===== src/rtl/alu_cmd_sequencer.sv =====
// Purpose : sequences single ALU commands. It holds the operands on the ALU_TOP inputs,
//           waits RESULT_LAT cycles, then returns the selected unit's result as a response.
// Latency : a command accepted in cycle t gives RSP_VALID from cycle t+2+RESULT_LAT.
// Backpr. : one command in flight. CMD_READY is high only in IDLE. A response is held
//           stable until RSP_READY is seen.
// Ports   : CLK/RST         - clock, synchronous active-high reset
//           CMD_*           - command valid/ready handshake, operands, function code
//           A/B/ALU_FUN     - registered drive to the ALU_TOP inputs
//           *_OUT/*_Flag    - ALU_TOP unit results and per-unit valid flags
//           RSP_*           - response valid/ready handshake, data, carry, function, error
//           CMD_CNT         - count of completed responses, wraps at 256
module alu_cmd_sequencer #(
  parameter int unsigned RESULT_LAT = 1
) (
  input  logic        CLK,
  input  logic        RST,
  input  logic        CMD_VALID,
  output logic        CMD_READY,
  input  logic [15:0] CMD_A,
  input  logic [15:0] CMD_B,
  input  logic [3:0]  CMD_FUN,
  output logic [15:0] A,
  output logic [15:0] B,
  output logic [3:0]  ALU_FUN,
  input  logic [15:0] Arith_OUT,
  input  logic        Carry_OUT,
  input  logic [15:0] Logic_OUT,
  input  logic [3:0]  CMP_OUT,
  input  logic [15:0] SHIFT_OUT,
  input  logic        Arith_Flag,
  input  logic        Logic_Flag,
  input  logic        CMP_Flag,
  input  logic        SHIFT_Flag,
  output logic        RSP_VALID,
  input  logic        RSP_READY,
  output logic [15:0] RSP_DATA,
  output logic        RSP_CARRY,
  output logic [3:0]  RSP_FUN,
  output logic        RSP_ERR,
  output logic [7:0]  CMD_CNT
);

  // Compare with a zero function code is a harmless idle pattern for the ALU.
  localparam logic [3:0] FUN_NOP = 4'b1000;
  localparam logic [3:0] LAT_CNT = 4'(RESULT_LAT);

  typedef enum logic [1:0] {
    IDLE = 2'd0,
    WAIT = 2'd1,
    RESP = 2'd2
  } state_t;

  state_t      state;
  logic [3:0]  wait_cnt;
  logic [15:0] sel_data;
  logic        sel_carry;
  logic        sel_flag;

  // The unit is chosen from the registered ALU_FUN, which holds the accepted command.
  always_comb begin
    sel_data  = '0;
    sel_carry = 1'b0;
    sel_flag  = 1'b0;
    case (ALU_FUN[3:2])
      2'b00: begin
        sel_data  = Arith_OUT;
        sel_carry = Carry_OUT;
        sel_flag  = Arith_Flag;
      end
      2'b01: begin
        sel_data = Logic_OUT;
        sel_flag = Logic_Flag;
      end
      2'b10: begin
        sel_data = {12'h000, CMP_OUT};
        sel_flag = CMP_Flag;
      end
      default: begin
        sel_data = SHIFT_OUT;
        sel_flag = SHIFT_Flag;
      end
    endcase
  end

  assign CMD_READY = (state == IDLE);

  always_ff @(posedge CLK) begin
    if (RST) begin
      state     <= IDLE;
      wait_cnt  <= '0;
      A         <= '0;
      B         <= '0;
      ALU_FUN   <= FUN_NOP;
      RSP_VALID <= 1'b0;
      RSP_DATA  <= '0;
      RSP_CARRY <= 1'b0;
      RSP_FUN   <= '0;
      RSP_ERR   <= 1'b0;
      CMD_CNT   <= '0;
    end else begin
      case (state)
        IDLE: begin
          if (CMD_VALID) begin
            A        <= CMD_A;
            B        <= CMD_B;
            ALU_FUN  <= CMD_FUN;
            RSP_FUN  <= CMD_FUN;
            wait_cnt <= '0;
            state    <= WAIT;
          end
        end
        WAIT: begin
          // The counter reaches RESULT_LAT on the cycle whose closing edge samples the result.
          if (wait_cnt == LAT_CNT) begin
            RSP_DATA  <= sel_data;
            RSP_CARRY <= sel_carry;
            RSP_ERR   <= ~sel_flag;
            RSP_VALID <= 1'b1;
            state     <= RESP;
          end else begin
            wait_cnt <= wait_cnt + 4'd1;
          end
        end
        RESP: begin
          if (RSP_READY) begin
            RSP_VALID <= 1'b0;
            CMD_CNT   <= CMD_CNT + 8'd1;
            ALU_FUN   <= FUN_NOP;
            state     <= IDLE;
          end
        end
        default: state <= IDLE;
      endcase
    end
  end

endmodule

===== config.mk =====
export PLATFORM = sky130hd
export DESIGN_NAME = alu_cmd_sequencer
export DESIGN_NICKNAME = d
export VERILOG_FILES = /design/src/rtl/alu_cmd_sequencer.sv
export SDC_FILE = /design/constraint.sdc
export NUM_CORES = 1
export LEC_CHECK = 0
export ABC_AREA = 1
export CORE_MARGIN = 1
export CORE_UTILIZATION = 39
export DETAILED_ROUTE_END_ITERATION = 10
export PLACE_DENSITY = 0.89
export SLEW_MARGIN = 30
export SYNTH_ARGS = -nofsm -noshare
export SYNTH_HDL_FRONTEND = slang
export SYNTH_SLANG_ARGS = --single-unit

===== constraint.sdc =====
create_clock -name CLK -period 1.6 [get_ports CLK]
set_input_delay 0.24 -clock CLK [delete_from_list [all_inputs] [get_ports CLK]]
set_output_delay 0.24 -clock CLK [all_outputs]
set_load 0.005 [all_outputs]

==> reports/summary.txt, run 1 <==
hold path depth: 2
Seq/Total Area, Yosys: 46.7%
clock buffer depth: 2
Critical Path, Cell by Cell: nor2_4 > clkdlybuf4s50_1
pwr/cell area: 900 nW/um^2
clk slew on worst S/H paths: 0.08 ns
EDFF count, synth: 0
Num CTS Buffers: 9
multiplexer area fraction after synthesis: 0%
row count: 32
post-DR wirelength/cell: 13.4 um
Psw: 1.13 mW
max incr delay on CP: 0.50 ns
Finished Layout Cells: 703
critical register-to-register path startpoint: wait_cnt[1]$_SDFFE_PP0P_
CTS tree: built
Pleak: 2.06 nW
XOR/XNOR Fraction of Synth Area: 0.280%
Hold EP: RSP_FUN[1]$_SDFFE_PP0P_
max-slew headroom at the worst pin: 75.4%
Synth Cell Area: 3130 sq um
iteration count of the initial detailed-routing pass: 4
CP Launch Type: register
Sink Count: 73
antenna violations before repair: 0
H-tree levels: 3
Yosys reg bits: 73
post-layout min period: 1.54 ns
Required @ worst endpoint: 1.36 ns
GRT Util Overall: 22.8%
first-pass GRT wire length: 15.2 mm
worst path bufs/invs: 1
top cells by count, synth: nor2_1 (106), nand2_1 (88), dfxtp_1 (73)
Starting Density: 40.5%
Tightest Hold Check Type: register to register
largest family of logic cells by synthesized area: simple AND/OR/NAND/NOR gates
final worst-path cycle share: 96.3%
final hold slack: 0.452 ns
setup TNS: 0 ns
Max Cap Viol: 0
DR vias/cell: 4.94
arrival time at the worst endpoint: 1.30 ns
Synth top area share: 46.7%
I/O pin cnt: 165
FMAX: 649 MHz
Initial DRC Count: 109
syn avg cell area: 7.25 sq um
Hold Path Origin: RSP_FUN[1]$_SDFFE_PP0P_
most frequent cell after synthesis: nor2_1
status: finished, final reports clean
grt total ovfl: 0
Layout area overhead: 62.6%
post-DP HPWL: 7.22 mm
RSZ-0062 raised after global routing: no
Post-Route WL: 9.39 mm
worst-skew pair later-pin latency: 0.34 ns
compound-gate portion of the synthesized area: 14.6%
DIE HEIGHT: 91.6 um
nets@finish: 696
Die ar.: 8390 sq um
Top FF cell, synth: dfxtp_1
Pint: 3.45 mW
DRC viols: 0
Critical Path End Type: primary output
clk_skew: 0.0103 ns
hold_buf cts: 0
top post-synthesis cells by area: dfxtp_1 (47%), nor2_1 (13%), nand2_1 (11%), o21ai_0 (8.5%), nand3_1 (3.5%)
R2R Setup Slk: 0.19 ns
share of power burned in registers: 44.0%
Yosys top cell by area: dfxtp_1
GP Congestion: 0.849
placed cells: 686
clk root buf: clkbuf_8
Placed Instance Area: 4840 sq um
Combinational Power Share: 20.2%
Final Cell Area: 5090 sq um
core area: 7730 sq um
layout cells sized above 1: 7.49%
yosys warns: 0
Crit path max-delay family: buffers and inverters
Post-Synth Adder-Cell Area: 1.20%
Hold Fails Final Rpt: 0
Die Width: 91.6 um
Sw Ratio: 24.7%
pin count of the biggest net entering global routing: 33
Synth cell types: 31
clock share of power: 35.8%
Diodes inserted: 0
R2R depth: 6
Final Setup Violations: 0
antenna viol nets, final: 0
Slowest cell on crit path: clkdlybuf4s50_1
CP Max Fanout: 3
Slew @ Worst Pin: 0.368 ns
Max VDD drop: 0.490 mV
vias in the first global route: 3378
via count: 3476
r2r endpoint: RSP_DATA[0]$_SDFFE_PP0P_
Crit. path cell count: 2
# port buffers: 164
Max Transition Viols Final: 0
syn nets: 532
Async SR Flop Fraction: 0%
critical path class: register to primary output
Synth Area in Simple Gates: 30.0%
Mapped Cells: 432
## layer usage
metal | vias up | wire length, um | track usage, %
met2 | 136 | 4800 | 41.3
met1 | 1603 | 3690 | 25.2
li1 | 1723 | - | -
met5 | - | 0 | 0
met4 | 0 | 149 | 8.99
met3 | 14 | 750 | 6.03
## how the worst max path moves through the flow
stage	startpoint	end	slack (ns)
after floorplan	wait_cnt[1]$_SDFFE_PP0P_	RSP_DATA[10]$_SDFFE_PP0P_	0.38
after global placement	CMD_VALID	A[11]$_SDFFE_PP0P_	0.17
after detailed placement	ALU_FUN[2]$_SDFFE_PP0P_	RSP_ERR$_SDFFE_PP0P_	0.14
after CTS	state[1]$_SDFFE_PP0P_	CMD_READY	0.002
after global routing	CMD_CNT[5]$_SDFFE_PP0P_	CMD_CNT[5]	0.005
final	state[1]$_SDFFE_PP0P_	CMD_READY	0.06
## worst register-to-register path, cell delays in order (launching register included)
cell	delay (ns)
dfxtp_1	0.36
inv_1	0.07
ha_1	0.20
nand3_2	0.10
clkinv_2	0.23
o21ai_0	0.27
a21oi_1	0.06
## kinds of logic (layout without fill, tap and decap cells)
family / count (synthesis) / count (layout)
AND/OR/NAND/NOR: 227 / 227
AO/OA/AOI/OAI: 88 / 88
flip-flops: 73 / 73
buffers and inverters: 40 / 209
adder cells (fa/ha/maj): 3 / 3
XOR/XNOR: 1 / 1
## stage by stage
step	power (mW)	setup WS, ns	utilization, %
finish	4.58	0.0587	65.9
global route	4.79	0.00516	65.9
CTS	4.61	0.00164	65.8
detailed placement	2.98	0.137	62.7
global placement	2.95	0.172	62.7
floorplan	2.42	0.384	-
## placed cells by master (no fill, tap or decap), types with 3 or more instances in the layout
cell             count
ha_1                 3
clkbuf_8            11
dfxtp_1             71
nand3_1             22
inv_1               12
buf_4                9
o21ai_1              9
o21ai_0             53
a21oi_1             20
nand2_1             88
inv_2                4
clkdlybuf4s50_1    164
nor2_1             106
clkinv_2             3
## flip-flops by register name, indices dropped and copies added, names as in the netlist
name       count
RSP_FUN        4
RSP_VALID      1
CMD_CNT        8
state          2
wait_cnt       4
A             16
RSP_DATA      16
RSP_ERR        1
RSP_CARRY      1
ALU_FUN        4
B             16
## power by group through the flow
stage          Clock [mW]  Sequential [mW]  Combinational [mW]
2_1_floorplan           0             2.06               0.367
3_3_place_gp            0             2.05               0.897
3_5_place_dp            0             2.06               0.923
4_1_cts              1.66             2.02               0.930
5_1_grt              1.75             2.03                1.02
6_report             1.64             2.02               0.926
## repair_timing
item,in CTS,in global routing
pin swaps,1,1
resized for setup,3,1
endpoints found under the setup margin,2,1
setup buffers,0,1
## final cells by class
cell class	count	area, sq um
clock buffers	11	151
inverters	18	71.3
multi-input cells	319	1450
well taps	102	128
fillers	655	2640
repair buffers	175	1750
flip-flops and latches	73	1470
clock inverters	5	77.6
(Power assumes the default switching activity.)
==> run 2, diff against run 1 <==
CORE_UTILIZATION = 41   (was 39)
CTS_BUF_LIST = sky130_fd_sc_hd__clkbuf_8   (was unset)
PLACE_DENSITY = 0.92   (was 0.89)
SKIP_CTS_REPAIR_TIMING = 1   (was unset)
==> run 2 against run 1 <==
Total power hardly changed. Design area hardly changed. Worst hold slack better by 0.0039 ns. Clock skew is 0.0028 ns lower. Sequential power hardly changed. Register-to-register slack better by 0.03 ns. Combinational power is 0.9% higher. Utilization is 3.6 points higher. Critical path type unchanged.
==> reports/summary.txt, run 2 (same netlist as run 1, synthesis figures left out) <==
FMAX: 661 MHz (+1.8%)
Critical Path, Cell by Cell: clkdlybuf4s50_1
vias in the first global route: 3289 (-2.6%)
Hold Fails Final Rpt: 0 (unchanged)
top flop regs: A (16), B (16), RSP_DATA (16)
clk root buf: clkbuf_8
status: finished, final reports clean
nets@finish: 697 (+0.14%)
# port buffers: 164 (unchanged)
I/O pin cnt: 165 (unchanged)
most common cell after layout, fill and taps aside: clkdlybuf4s50_1
pin count of the biggest net entering global routing: 30 (-9.1%)
CTS tree: built
Pleak: 2.07 nW (+0.42%)
hold path depth: 2 (unchanged)
Hold Path Origin: RSP_FUN[2]$_SDFFE_PP0P_
Required @ worst endpoint: 1.36 ns (about the same)
R2R depth: 6 (unchanged)
CP Launch Type: register
post-layout min period: 1.51 ns (-0.0279 ns)
multi-input logic area: 1450 sq um (unchanged)
Hold EP: RSP_FUN[2]$_SDFFE_PP0P_
GRT Util Overall: 23.6% (+0.80 points)
antenna violations before repair: 0 (unchanged)
Tightest Hold Check Type: register to register
DIE HEIGHT: 89.4 um (-2.4%)
Post-Route WL: 9.38 mm (about the same)
DRC viols: 0 (unchanged)
Filler cells: 586 (-11%)
post-DR wirelength/cell: 13.4 um (+0.20%)
first-pass GRT wire length: 14.4 mm (-5.3%)
Layout area overhead: 62.7% (about the same)
Sink Count: 73 (unchanged)
pwr/cell area: 898 nW/um^2 (-0.17%)
Crit path max-delay family: buffers and inverters
DR vias/cell: 4.96 (+0.23%)
max incr delay on CP: 0.53 ns (+0.03 ns)
clk slew on worst S/H paths: 0.08 ns (about the same)
Reg area: 1470 sq um (about the same)
Slew @ Worst Pin: 0.384 ns (+0.0154 ns)
worst path bufs/invs: 1 (unchanged)
grt total ovfl: 0 (unchanged)
critical register-to-register path startpoint: wait_cnt[1]$_SDFFE_PP0P_
core area: 7330 sq um (-5.1%)
R2R Setup Slk: 0.22 ns (+0.03 ns)
RSZ-0062 raised after global routing: no
Max VDD drop: 0.537 mV (+9.7%)
Starting Density: 42.7% (+2.2 points)
Final Setup Violations: 0 (unchanged)
worst-skew pair later-pin latency: 0.34 ns (about the same)
Die ar.: 7990 sq um (-4.8%)
max-slew headroom at the worst pin: 74.4% (-1.0 points)
most frequent cells in the layout: clkdlybuf4s50_1 (163), nor2_1 (106), nand2_1 (88)
final worst-path cycle share: 94.6% (-1.7 points)
r2r endpoint: RSP_DATA[15]$_SDFFE_PP0P_
clock buffer depth: 2 (unchanged)
Max Cap Viol: 0 (unchanged)
Num CTS Buffers: 9 (unchanged)
Critical Path End Type: primary output
Initial DRC Count: 144 (+32%)
arrival time at the worst endpoint: 1.27 ns (-0.03 ns)
clk_skew: 0.00749 ns (-0.00282 ns)
iteration count of the initial detailed-routing pass: 4 (unchanged)
H-tree levels: 3 (unchanged)
post-DP HPWL: 7.12 mm (-1.4%)
Slowest cell on crit path: clkdlybuf4s50_1
via count: 3474 (-0.058%)
Diodes inserted: 0 (unchanged)
antenna viol nets, final: 0 (unchanged)
Max Transition Viols Final: 0 (unchanged)
layout cells sized above 1: 7.81% (+0.32 points)
Die Width: 89.4 um (-2.4%)
Pwr Total: 4.58 mW (about the same)
row count: 31 (-3.1%)
Final Core Density: 69.5% (+3.6 points)
critical path class: register to primary output
CP Max Fanout: 5 (+2)
GP Congestion: 0.825 (-2.9%)
-- run 2: power breakdown --
part	internal (mW)	switching (mW)	leakage (nW)
logic	0.550	0.384	1.36
registers	1.94	0.0731	0.600
clock network	0.926	0.701	0.113
-- run 2: final cells by class --
type	count	area share, %
Clock buffer	10	2.70
Inverter	18	1.40
Tap cell	99	2.43
Clock inverter	6	1.77
Timing Repair Buffer	176	34.5
Multi-Input combinational cell	319	28.4
Sequential cell	73	28.8
-- run 2: layer usage --
layer | up-vias | global-route usage [%] | share of wire, %
met4 | 0 | 11.4 | 2.9
met3 | 22 | 6.09 | 7.7
li1 | 1718 | - | -
met1 | 1577 | 24.5 | 38
met2 | 157 | 44.0 | 51
met5 | - | 0 | 0
-- run 2: worst max-delay path by stage --
stage | startpoint | end | slack [ns] | cells past startpoint
final | CMD_CNT[4]$_SDFFE_PP0P_ | CMD_CNT[4] | 0.09 | 1
after global routing | wait_cnt[1]$_SDFFE_PP0P_ | RSP_DATA[11]$_SDFFE_PP0P_ | 0.03 | 6
after floorplan | wait_cnt[1]$_SDFFE_PP0P_ | RSP_DATA[10]$_SDFFE_PP0P_ | 0.38 | 7
after global placement | CMD_VALID | A[1]$_SDFFE_PP0P_ | 0.17 | 6
after CTS | state[1]$_SDFFE_PP0P_ | CMD_READY | -0.07 | 2
after detailed placement | CMD_VALID | A[12]$_SDFFE_PP0P_ | 0.11 | 6
-- run 2: through the flow --
stage | TNS [ns] | worst slack, ns | instance area [sq um] | hold slack [ns] | std cells
3_3_place_gp | 0 | 0.170 | 4860 | 0.436 | 685
3_5_place_dp | 0 | 0.110 | 4860 | 0.449 | 685
4_1_cts | -0.0677 | -0.0677 | 5080 | 0.461 | 701
2_1_floorplan | 0 | 0.384 | 3130 | 0.383 | 432
6_report | 0 | 0.0865 | 5090 | 0.456 | 701
5_1_grt | 0 | 0.0320 | 5090 | 0.469 | 701
